[src/rtl/lcd_pkg.sv]
// Shared types and constants for the LCD frame streamer.
// FSM state encoding, PCD8544-style init/address commands and default geometry.
package lcd_pkg;

  typedef enum logic [3:0] {
    StRstHold,
    StInit,
    StIdle,
    StAddrX,
    StAddrY,
    StFetch,
    StLoad,
    StStream,
    StDone
  } state_e;

  localparam int unsigned DefCols      = 84;
  localparam int unsigned DefBanks     = 6;
  localparam int unsigned DefRstCycles = 16;
  localparam int unsigned InitLen      = 6;

  // Init sequence: extended set, Vop, temp coeff, bias, basic set, normal mode
  localparam logic [7:0] CmdExtended = 8'h21;
  localparam logic [7:0] CmdVop      = 8'hC0;
  localparam logic [7:0] CmdTempCo   = 8'h06;
  localparam logic [7:0] CmdBias     = 8'h13;
  localparam logic [7:0] CmdBasic    = 8'h20;
  localparam logic [7:0] CmdNormal   = 8'h0C;

  // Column / bank address reset to 0
  localparam logic [7:0] CmdSetX = 8'h80;
  localparam logic [7:0] CmdSetY = 8'h40;

endpackage

[src/rtl/lcd_init_rom.sv]
// Combinational table of the panel init command sequence.
module lcd_init_rom
  import lcd_pkg::*;
(
  input  logic [2:0] idx,
  output logic [7:0] cmd
);

  // Index-to-command lookup; unused indices return 0x00
  always_comb begin
    cmd = 8'h00;
    case (idx)
      3'd0:    cmd = CmdExtended;
      3'd1:    cmd = CmdVop;
      3'd2:    cmd = CmdTempCo;
      3'd3:    cmd = CmdBias;
      3'd4:    cmd = CmdBasic;
      3'd5:    cmd = CmdNormal;
      default: cmd = 8'h00;
    endcase
  end

endmodule

[src/rtl/lcd_frame_streamer.sv]
// Streams panel reset, init commands and full framebuffer frames as a byte
// stream with valid/ready handshake toward an SPI serializer.
// Optional build macro LCD_INVERT_EN: invert every display-data byte on load.
module lcd_frame_streamer
  import lcd_pkg::*;
#(
  parameter int unsigned COLS       = DefCols,
  parameter int unsigned BANKS      = DefBanks,
  parameter int unsigned RST_CYCLES = DefRstCycles
) (
  input  logic       clk,
  input  logic       reset,
  input  logic       frame_req,
  output logic [8:0] fb_addr,
  input  logic [7:0] fb_data,
  output logic [7:0] byte_out,
  output logic       byte_dc,
  output logic       byte_valid,
  input  logic       byte_ready,
  output logic       lcd_rst,
  output logic       busy,
  output logic       frame_done
);

  localparam int unsigned ColW  = (COLS > 1) ? $clog2(COLS) : 1;
  localparam int unsigned BankW = (BANKS > 1) ? $clog2(BANKS) : 1;
  localparam int unsigned CntW  = $clog2(RST_CYCLES + 1);

  localparam logic [ColW-1:0]  ColLast  = ColW'(COLS - 1);
  localparam logic [BankW-1:0] BankLast = BankW'(BANKS - 1);
  localparam logic [CntW-1:0]  CntLast  = CntW'(RST_CYCLES - 1);
  localparam logic [2:0]       InitLast = 3'(InitLen - 1);

  state_e           state_q, state_d;
  logic             pending_q, pending_d;
  logic [ColW-1:0]  col_q, col_d;
  logic [BankW-1:0] bank_q, bank_d;
  logic [CntW-1:0]  cnt_q, cnt_d;
  logic [2:0]       idx_q, idx_d;
  logic [7:0]       byte_out_q, byte_out_d;
  logic             byte_dc_q, byte_dc_d;
  logic             byte_valid_q, byte_valid_d;
  logic [8:0]       fb_addr_q, fb_addr_d;
  logic             lcd_rst_q, lcd_rst_d;

  logic       xfer;
  logic [2:0] rom_idx;
  logic [7:0] rom_cmd;
  logic [7:0] load_byte;

  assign xfer = byte_valid_q & byte_ready;

  // ROM is addressed with the index of the command to be offered next
  assign rom_idx = (state_q == StInit) ? idx_q + 3'd1 : 3'd0;

  lcd_init_rom u_init_rom (
    .idx (rom_idx),
    .cmd (rom_cmd)
  );

  // Data byte as presented downstream
  always_comb begin
`ifdef LCD_INVERT_EN
    load_byte = ~fb_data;
`else
    load_byte = fb_data;
`endif
  end

  // Next-state and registered-output logic
  always_comb begin
    state_d      = state_q;
    pending_d    = pending_q;
    col_d        = col_q;
    bank_d       = bank_q;
    cnt_d        = cnt_q;
    idx_d        = idx_q;
    byte_out_d   = byte_out_q;
    byte_dc_d    = byte_dc_q;
    byte_valid_d = byte_valid_q;
    fb_addr_d    = fb_addr_q;
    lcd_rst_d    = lcd_rst_q;

    // Requests outside IDLE are remembered once; extras collapse into the same flag
    if (frame_req && (state_q != StIdle)) pending_d = 1'b1;

    unique case (state_q)
      StRstHold: begin
        lcd_rst_d = 1'b0;
        cnt_d     = cnt_q + CntW'(1);
        if (cnt_q == CntLast) begin
          cnt_d        = '0;
          lcd_rst_d    = 1'b1;
          idx_d        = 3'd0;
          byte_out_d   = rom_cmd;
          byte_dc_d    = 1'b0;
          byte_valid_d = 1'b1;
          state_d      = StInit;
        end
      end
      StInit: begin
        if (xfer) begin
          if (idx_q == InitLast) begin
            byte_valid_d = 1'b0;
            state_d      = StIdle;
          end else begin
            idx_d      = idx_q + 3'd1;
            byte_out_d = rom_cmd;
          end
        end
      end
      StIdle: begin
        if (frame_req || pending_q) begin
          pending_d    = 1'b0;
          byte_out_d   = CmdSetX;
          byte_dc_d    = 1'b0;
          byte_valid_d = 1'b1;
          state_d      = StAddrX;
        end
      end
      StAddrX: begin
        if (xfer) begin
          byte_out_d = CmdSetY;
          state_d    = StAddrY;
        end
      end
      StAddrY: begin
        if (xfer) begin
          byte_valid_d = 1'b0;
          col_d        = '0;
          bank_d       = '0;
          fb_addr_d    = 9'd0;
          state_d      = StFetch;
        end
      end
      StFetch: begin
        state_d = StLoad;
      end
      StLoad: begin
        byte_out_d   = load_byte;
        byte_dc_d    = 1'b1;
        byte_valid_d = 1'b1;
        state_d      = StStream;
      end
      StStream: begin
        if (xfer) begin
          byte_valid_d = 1'b0;
          if (col_q == ColLast) begin
            if (bank_q == BankLast) begin
              state_d = StDone;
            end else begin
              col_d     = '0;
              bank_d    = bank_q + BankW'(1);
              fb_addr_d = fb_addr_q + 9'd1;
              state_d   = StFetch;
            end
          end else begin
            col_d     = col_q + ColW'(1);
            fb_addr_d = fb_addr_q + 9'd1;
            state_d   = StFetch;
          end
        end
      end
      StDone: begin
        state_d = StIdle;
      end
      default: begin
        state_d = StRstHold;
      end
    endcase
  end

  // State and datapath registers
  always_ff @(posedge clk or negedge reset) begin
    if (!reset) begin
      state_q      <= StRstHold;
      pending_q    <= 1'b0;
      col_q        <= '0;
      bank_q       <= '0;
      cnt_q        <= '0;
      idx_q        <= 3'd0;
      byte_out_q   <= 8'h00;
      byte_dc_q    <= 1'b0;
      byte_valid_q <= 1'b0;
      fb_addr_q    <= 9'd0;
      lcd_rst_q    <= 1'b0;
    end else begin
      state_q      <= state_d;
      pending_q    <= pending_d;
      col_q        <= col_d;
      bank_q       <= bank_d;
      cnt_q        <= cnt_d;
      idx_q        <= idx_d;
      byte_out_q   <= byte_out_d;
      byte_dc_q    <= byte_dc_d;
      byte_valid_q <= byte_valid_d;
      fb_addr_q    <= fb_addr_d;
      lcd_rst_q    <= lcd_rst_d;
    end
  end

  assign fb_addr    = fb_addr_q;
  assign byte_out   = byte_out_q;
  assign byte_dc    = byte_dc_q;
  assign byte_valid = byte_valid_q;
  assign lcd_rst    = lcd_rst_q;
  assign busy       = (state_q != StIdle);
  assign frame_done = (state_q == StDone);

endmodule

[config.mk]
export PLATFORM = sky130hd
export DESIGN_NAME = lcd_frame_streamer
export DESIGN_NICKNAME = d
export VERILOG_FILES = /design/src/rtl/lcd_pkg.sv /design/src/rtl/lcd_init_rom.sv /design/src/rtl/lcd_frame_streamer.sv
export SDC_FILE = /design/constraint.sdc
export NUM_CORES = 1
export LEC_CHECK = 0
export CORE_MARGIN = 5
export CORE_UTILIZATION = 50
export DETAILED_ROUTE_END_ITERATION = 8
export GPL_TIMING_DRIVEN = 1
export PLACE_DENSITY = 0.73
export SLEW_MARGIN = 10
export SYNTH_ARGS = -nofsm -noshare
export SYNTH_HDL_FRONTEND = slang
export SYNTH_SLANG_ARGS = --single-unit
[constraint.sdc]
create_clock -name clk -period 2.5 [get_ports clk]
set_input_delay 0.375 -clock clk [delete_from_list [all_inputs] [get_ports clk]]
set_output_delay 0.375 -clock clk [all_outputs]
set_load 0.02 [all_outputs]
**Word level (Yosys, flattened, before mapping)**

Index checks and enable logic that the tools add are counted.

- Input port bits: 12
- Register bits: 43
- Output and inout bits: 22

- Equal/unequal tests: 30
- Bitwise operators: 1
- Add/sub/neg operators: 5
- Mux-type cells: 51
- Reductions and logical operators: 17

Operators by type and width:

| operator | number |
|---|---|
| one-hot mux 8 bit (6 select lines) | 1 |
| two-way mux 8 bit | 5 |
| one-hot mux 8 bit (5 select lines) | 1 |
| two-way mux 4 bit | 9 |
| two-way mux 9 bit | 4 |
| one-hot mux 4 bit (9 select lines) | 1 |
| two-way mux 7 bit | 4 |
| two-way mux 3 bit | 8 |
| != test 2 bit, second input constant | 9 |
| one-hot mux 9 bit (2 select lines) | 1 |
| == test 4 x 3 -> 1 bit, second input constant | 4 |
| one-hot mux 7 bit (2 select lines) | 1 |
| == test 3 bit, second input constant | 4 |
| one-hot mux 3 bit (2 select lines) | 2 |
| AND reduction 6 bit | 2 |
| two-way mux 1 bit | 11 |
| nonzero test 5 bit | 2 |
| adder 9 x 1 -> 9 bit, second input constant | 1 |
| == test 4 x 2 -> 1 bit, second input constant | 2 |
| AND reduction 4 bit | 2 |
| adder 7 x 1 -> 7 bit, second input constant | 1 |
| == test 7 bit, second input constant | 1 |
| AND reduction 7 bit | 1 |
| adder 3 x 1 -> 3 bit, second input constant | 2 |
| 22 further kinds | 25 |

**Depth between registers and ports, before layout**

Gate-level depths: netlist (run 1).

- Depth after elaboration: 7
- Depth in mapped cells: 7
- Gate-level depth less buffers: 6

**Cells and area by module**

From an unflattened synthesis (run 1), not the netlist that was laid out.

- Cell total of the unflattened synthesis: 260
- Area, all modules: 2,524.9 µm²

By module, submodules not included:

| module | sequential area each (µm²) | cells each | times used | area an instance (µm²) |
|---|---|---|---|---|
| lcd_frame_streamer | 1,076.0 | 250 | 1 | 2,458.6 |
| lcd_init_rom | 0.0 | 10 | 1 | 66.3 |

**Least setup slack after synthesis (run 1)**

No wires, ideal clock.

- Path type: register to output
- From: reg state_q[3]
- To: out frame_done
- Data arrival time: 1.606 ns
- Data required time: 2.125 ns
- Stages on the path, launching flop included: 4
- Slack: 0.519 ns
- Path through: dfrtp_1 -> buf_2 -> clkbuf_1 -> nor4b_1

- Word-level cells in the longest chain between the ends: 1

RTL lines:

| what | line | RTL |
|---|---|---|
| start, declared | lcd_frame_streamer.sv:34 | `state_e state_q, state_d;` |
| start signal, assigned | lcd_frame_streamer.sv:176 | `state_q <= StRstHold;` |
| start signal, assigned | lcd_frame_streamer.sv:188 | `state_q <= state_d;` |
| == test 4 bit | lcd_frame_streamer.sv:208 | `assign frame_done = (state_q == StDone);` |
| end, declared | lcd_frame_streamer.sv:22 | `output logic frame_done` |

No other way between the ends.

**Final worst setup path (run 1)**

- From: reg state_q[0]
- To: out busy

- Word-level cells in the longest chain between the ends: 1

RTL lines:

| what | line | RTL |
|---|---|---|
| != test 4 x 2 -> 1 bit | lcd_frame_streamer.sv:207 | `assign busy = (state_q != StIdle);` |
| end, declared | lcd_frame_streamer.sv:21 | `output logic busy,` |

No other way between the ends.

==> metrics.cfg, run 1 <==
[outcome]
status=completed

[cts]
cts-root-buf=clkbuf_8
clock_latency_ps=300
cts_resized=0
cts.sinks=43
cts_tree=built
cts_buffer_depth=2
htreeDepth=2
cts_setup_buffers=0
cts.clk_slew.worst_paths_ps=90
ctsHoldBuffers=0
numCtsBuffers=5

[placement]
gp_congestion=0.8119
place.detailed.hpwl_mm=4.169
port_buffers=33

[floorplan]
core_area_um2=5107
die_w_um=82.42
dieArea_um2=6793
die_h_um=82.42
rows=26
initial_utilization_pct=51.35
io_pins=34

[finish]
drive_gt1_share_pct=13.95
area_delta_synth_final_pct=20.47
mostFrequentLayoutCells=dfrtp_1, clkdlybuf4s50_1, nand2_1
final_nets=319
layout_commonest_cell=dfrtp_1
diodes=0
fillers=443

[worst_setup_path]
timing.rr.end=byte_out[4]
startpoint=state_q[0]
crit_end=busy
reg2reg_slack_ps=330
end_kind=primary output
r2r-start=state_q[2]
arrival_ps=2000
r2r_cells=5
crit_required_ps=2120
critPathKind=reg -> out
crit_fanout=9
cp-start-kind=flip-flop

[synth]
async_flop_share_pct=100.0
synth-xor-area-share_pct=1.336
yosys.area_share.simple_pct=24.24
ys_seq_area_share_pct=41.03
synth-seq-cells=43
synth.area.top_cells=dfrtp_1, nand2_1, ha_1
synth_edf_count=0
synthMuxAreaShare_pct=6.298
synth_nets=280
yosys.area.top_type=dfrtp_1
synthCells=261
synth-compound-area-share_pct=19.32
synthAdderAreaFrac_pct=3.340
avgSynthCellArea_um2=10.05
synth_top_family_by_area=simple AND/OR/NAND/NOR gates
yosys.area.top_type_share_pct=41.03
yosysWarnings=0
mappedNetlistArea_um2=2623
yosysUniqueCellTypes=71
synthFlopType=dfrtp_1

[timing]
setup_viol=0
fmax_mhz=420.9
slew_headroom_pct=63.52
max_slew.worst_pin.slew_ps=545.2
finClkSkew_ps=7.244
tns_ps=0
rsz0062_at_grt=no
finalCriticalPeriod_ps=2376
hold_violations=0
drv_slew=0
fin_crit_sh_pct=95.04

[routing]
drc=0
vias_per_cell=5.725
initialDrtViolationCount=85
dr_total_vias=2124
ant_nets=0
wl_per_cell_um=15.24
first_pass_iters=4
routed_wl_mm=5.655

[pwr]
finalPower_mw=3.213
leakagePower_nw=1.316
power_density_nw_per_um2=1017
peakVddDrop_uv=461.8

[global_routing]
grt_pass1_vias=2007
grt_usage_pct=18.31
grt.overflow.total=0
grt_max_degree=24
grt_first_pass_wirelength_mm=9.597
antenna_found_initial=0

[job]
drv_cap=0

[hold_path]
worstHoldPathType=in -> async

[worst max-delay path: stages (launching register included)]
cell and delay, ps:
dfrtp_1 510, nor4b_2 420, buf_4 200, inv_1 40, clkdlybuf4s50_1 520
[cell families (layout without fill, tap and decap cells)]
family,after synthesis,in the layout
flip-flops,43,43
AND/OR/NAND/NOR,100,100
adder cells (fa/ha/maj),7,7
buffers and inverters,22,62
multiplexers,14,14
XOR/XNOR,4,4
AO/OA/AOI/OAI,71,71
[metal layers]
metal	track usage (%)	up-vias	wire, µm
met3	3.905	8	214
li1	-	1062	-
met1	25.29	1021	2780
met4	6.146	0	73
met5	0	-	0
met2	28.45	33	2587
[power breakdown]
part	internal, mW	switching, mW
clock	0.324	0.250
sequential	0.875	0.201
combinational	0.743	0.822
total	1.94	1.27
[worst min-delay path by stage]
stage                      from   endpoint  slack, ps  cells after the start
after global placement    reset    lcd_rst        350                      1
after detailed placement  reset    lcd_rst        350                      1
after global routing      reset    byte_dc         50                      1
after CTS                 reset    lcd_rst         20                      1
final                     reset    byte_dc         10                      1
after floorplan           reset  bank_q[0]         80                      0
[synth_stat cells (4+ instances only)]
master	count
ha_1	7
nand2_1	25
a22o_1	4
o31ai_1	6
clkbuf_1	4
nor2b_1	5
nand3_1	13
a21oi_1	13
inv_1	11
nor2_1	14
o21ai_0	8
o21ai_1	8
buf_6	4
dfrtp_1	43
mux2i_1	6
nand2b_1	6
or4_1	5
mux2_4	4
[registers in the layout, summed over array words and instances (netlist names), 3 cells and up]
signal,cells
idx_q,3
cnt_q,5
bank_q,3
state_q,4
fb_addr,9
col_q,7
byte_out,8
[area by class of cell]
class                           instances  area, µm²  area share [%]
Clock buffer                            6      82.58           2.614
Timing Repair Buffer                   43      400.4           12.67
Clock inverter                          2      35.03           1.109
Tap cell                               70      87.58           2.772
Sequential cell                        43       1076           34.06
Inverter                               11      41.29           1.307
Multi-Input combinational cell        196       1436           45.47
[metrics by stage]
step / utilization, % / instances / setup WS [ps] / hold WS, ps / cell area [µm²]
2_1_floorplan: - / 261 / 518.7 / 79.41 / 2623
3_3_place_gp: 59.43 / 363 / 310.9 / 355.0 / 3035
3_5_place_dp: 59.43 / 363 / 271.2 / 354.3 / 3035
4_1_cts: 61.73 / 371 / 86.44 / 19.41 / 3153
5_1_grt: 61.86 / 371 / 12.95 / 54.70 / 3159
6_report: 61.86 / 371 / 123.9 / 10.07 / 3159
Power figures use the tool's default switching activity.
==> inputs of run 2 (changes only) <==
--- a/config.mk
+++ b/config.mk
@@ -10,7 +10,7 @@
 export DETAILED_ROUTE_END_ITERATION = 8
 export GPL_TIMING_DRIVEN = 1
 export PLACE_DENSITY = 0.73
-export SLEW_MARGIN = 10
+export SLEW_MARGIN = 40
 export SYNTH_ARGS = -nofsm -noshare
 export SYNTH_HDL_FRONTEND = slang
 export SYNTH_SLANG_ARGS = --single-unit
==> results of run 2 <==
Final layout, timing and power as in run 1 (identical DEF).
==> inputs of run 3 (changes only) <==
==> constraint.sdc (replaced) <==
create_clock -name clk -period 2.7 [get_ports clk]
set_input_delay 0.405 -clock clk [delete_from_list [all_inputs] [get_ports clk]]
set_output_delay 0.405 -clock clk [all_outputs]
set_load 0.02 [all_outputs]
==> run 3 against run 2 <==
Compared with the run above:
- clock-buffer cell count up 1
- sequential cell count is the same
- routed wire length fell by 3.3%
- via count is 0.14% higher
- clock power decreased by 30%
- largest power group unchanged
- highest routed layer unchanged
==> metrics.cfg, run 3 (synthesis gave the netlist of run 1 again) <==
[global_routing]
antenna_found_initial=0  ; unchanged
met3_usage_pct=3.579  ; was 3.905%
grt_first_pass_wirelength_mm=9.487  ; was 9.597 mm
grt.overflow.total=0  ; unchanged
use_met1_pct=23.48  ; was 25.29%
grt_usage_pct=17.99  ; was 18.31%
met2_usage_pct=29.33  ; was 28.45%
grt_pass1_vias=2057  ; was 2,007
grt_max_degree=44  ; was 24
grt.busiest_layer=met2  ; unchanged

[floorplan]
core_area_um2=5107  ; unchanged
die_w_um=82.42  ; unchanged
dieArea_um2=6793  ; unchanged
io_pins=34  ; unchanged
die_h_um=82.42  ; unchanged
rows=26  ; unchanged
initial_utilization_pct=51.35  ; unchanged

[worst_setup_path]
max_stage_delay_ps=630  ; was 520 ps
arrival_ps=2100  ; was 2000 ps
worst_path_max_delay_cell=dfrtp_1  ; was clkdlybuf4s50_1
crit_fanout=13  ; was 9
critPathKind=reg -> out  ; unchanged
cp-start-kind=flip-flop  ; unchanged
crit_required_ps=2300  ; was 2120 ps
cp_cell_sequence=nor4b_2 > inv_1 > clkdlybuf4s50_1  ; was nor4b_2 > buf_4 > inv_1 > clkdlybuf4s50_1
end_kind=primary output  ; unchanged
reg2reg_slack_ps=500  ; was 330 ps

[placement]
placedCellCount=359  ; was 363
dp_worst_setup_slack_ps=384.9  ; was 271.2 ps
place.detailed.hpwl_mm=3.941  ; was 4.169 mm
port_buffers=33  ; unchanged
gp_congestion=0.7979  ; was 0.8119
placed_cell_area_um2=3008  ; was 3035 µm²

[outcome]
status=completed  ; unchanged

[timing]
hold_violations=0  ; unchanged
setup_viol=0  ; unchanged
rsz0062_at_grt=no  ; unchanged
fmax_mhz=398.7
max_slew.worst_pin.slew_ps=570.8  ; was 545.2 ps
finClkSkew_ps=10.24  ; was 7.244 ps
finalWorstSetupSlack_ps=192.1  ; was 123.9 ps
tns_ps=0  ; unchanged
fin_crit_sh_pct=92.89
finalCriticalPeriod_ps=2508
drv_slew=0  ; unchanged
slew_headroom_pct=61.80  ; was 63.52%
hold_ws_ps=95.41  ; was 10.07 ps

[cts]
numCtsBuffers=5  ; unchanged
clock_latency_ps=300  ; about the same
cts_tree=built  ; unchanged
cts.clk_slew.worst_paths_ps=80  ; was 90 ps
cts_buffer_depth=2  ; unchanged
ctsHoldBuffers=0  ; unchanged
cts_resized=0  ; unchanged
cts_setup_buffers=0  ; unchanged
cts.sinks=43  ; unchanged
htreeDepth=2  ; unchanged
cts-root-buf=clkbuf_8  ; unchanged

[routing]
wl_per_cell_um=14.90  ; was 15.24 µm
ant_nets=0  ; unchanged
dr_total_vias=2127  ; was 2,124
routed_wl_mm=5.467  ; was 5.655 mm
vias_per_cell=5.796  ; was 5.725
drc=0  ; unchanged
first_pass_iters=4  ; unchanged
initialDrtViolationCount=122  ; was 85

[hold_path]
worstHoldPathType=in -> async  ; unchanged

[finish]
diodes=0  ; unchanged
layout_commonest_cell=dfrtp_1  ; unchanged
largest_register_ffs=9  ; unchanged
fin_util_pct=60.49  ; was 61.86%
mostFrequentLayoutCells=dfrtp_1, clkdlybuf4s50_1, nand2_1  ; unchanged
area_delta_synth_final_pct=17.80  ; was 20.47%
final_nets=315  ; was 319
fin_area_um2=3089  ; was 3159 µm²
drive_gt1_share_pct=11.78  ; was 13.95%
fin_cells=367  ; was 371

[pwr]
finalPower_mw=2.817  ; was 3.213 mW
peakVddDrop_uv=401.9  ; was 461.8 µV
power_density_nw_per_um2=911.8  ; was 1017 nW/µm²
leakagePower_nw=1.279  ; was 1.316 nW

[job]
drv_cap=0  ; unchanged

## run 3: cell count changes in the layout (fill, tap and decap cells not counted), sizes merged
cell / change
clkbuf: +1
buf: -4
bufinv: -1
## run 3: per-layer routing
layer | vias to the layer above | wire length [µm] | part of all wire, %
met1 | 1030 | 2604 | 48
met4 | 0 | 100 | 1.8
met3 | 10 | 215 | 3.9
met5 | - | 0 | 0
met2 | 36 | 2546 | 47
li1 | 1051 | - | -
## run 3: power by group
| part | internal (mW) | leakage (nW) | switching, mW | total (mW) |
|---|---|---|---|---|
| sequential | 0.810 | 0.557 | 0.198 | 1.01 |
| clock | 0.182 | 0.0422 | 0.220 | 0.401 |
| combinational | 0.673 | 0.679 | 0.735 | 1.41 |
| total | 1.66 | 1.28 | 1.15 | 2.82 |
## run 3: critical path, delay by kind of cell, from the launching register on
family	cells	cell delay [ps]
simple gates	1	550
buf+inv	2	630
flops	1	630
## run 3: path summary, 6_finish.rpt
| check | cells past startpoint | endpoint | start |
|---|---|---|---|
| max | 3 | busy | state_q[1] |
| min | 1 | cnt_q[0] | reset |
| max reg2reg | 5 | idx_q[1] | state_q[1] |
| min reg2reg | 2 | lcd_rst | lcd_rst |
| max in group asynchronous | 1 | fb_addr[0] | reset |
| min in group clk | 2 | lcd_rst | lcd_rst |
## run 3: area by class of cell
type                       instances  area (µm²)
fill                             448        2018
multi-input combinational        196        1430
sequential                        43        1076
timing repair buffer              39       372.9
tap                               70       87.58
clock buffer                       7       76.32
inverter                          11       41.29
clock inverter                     1       5.005
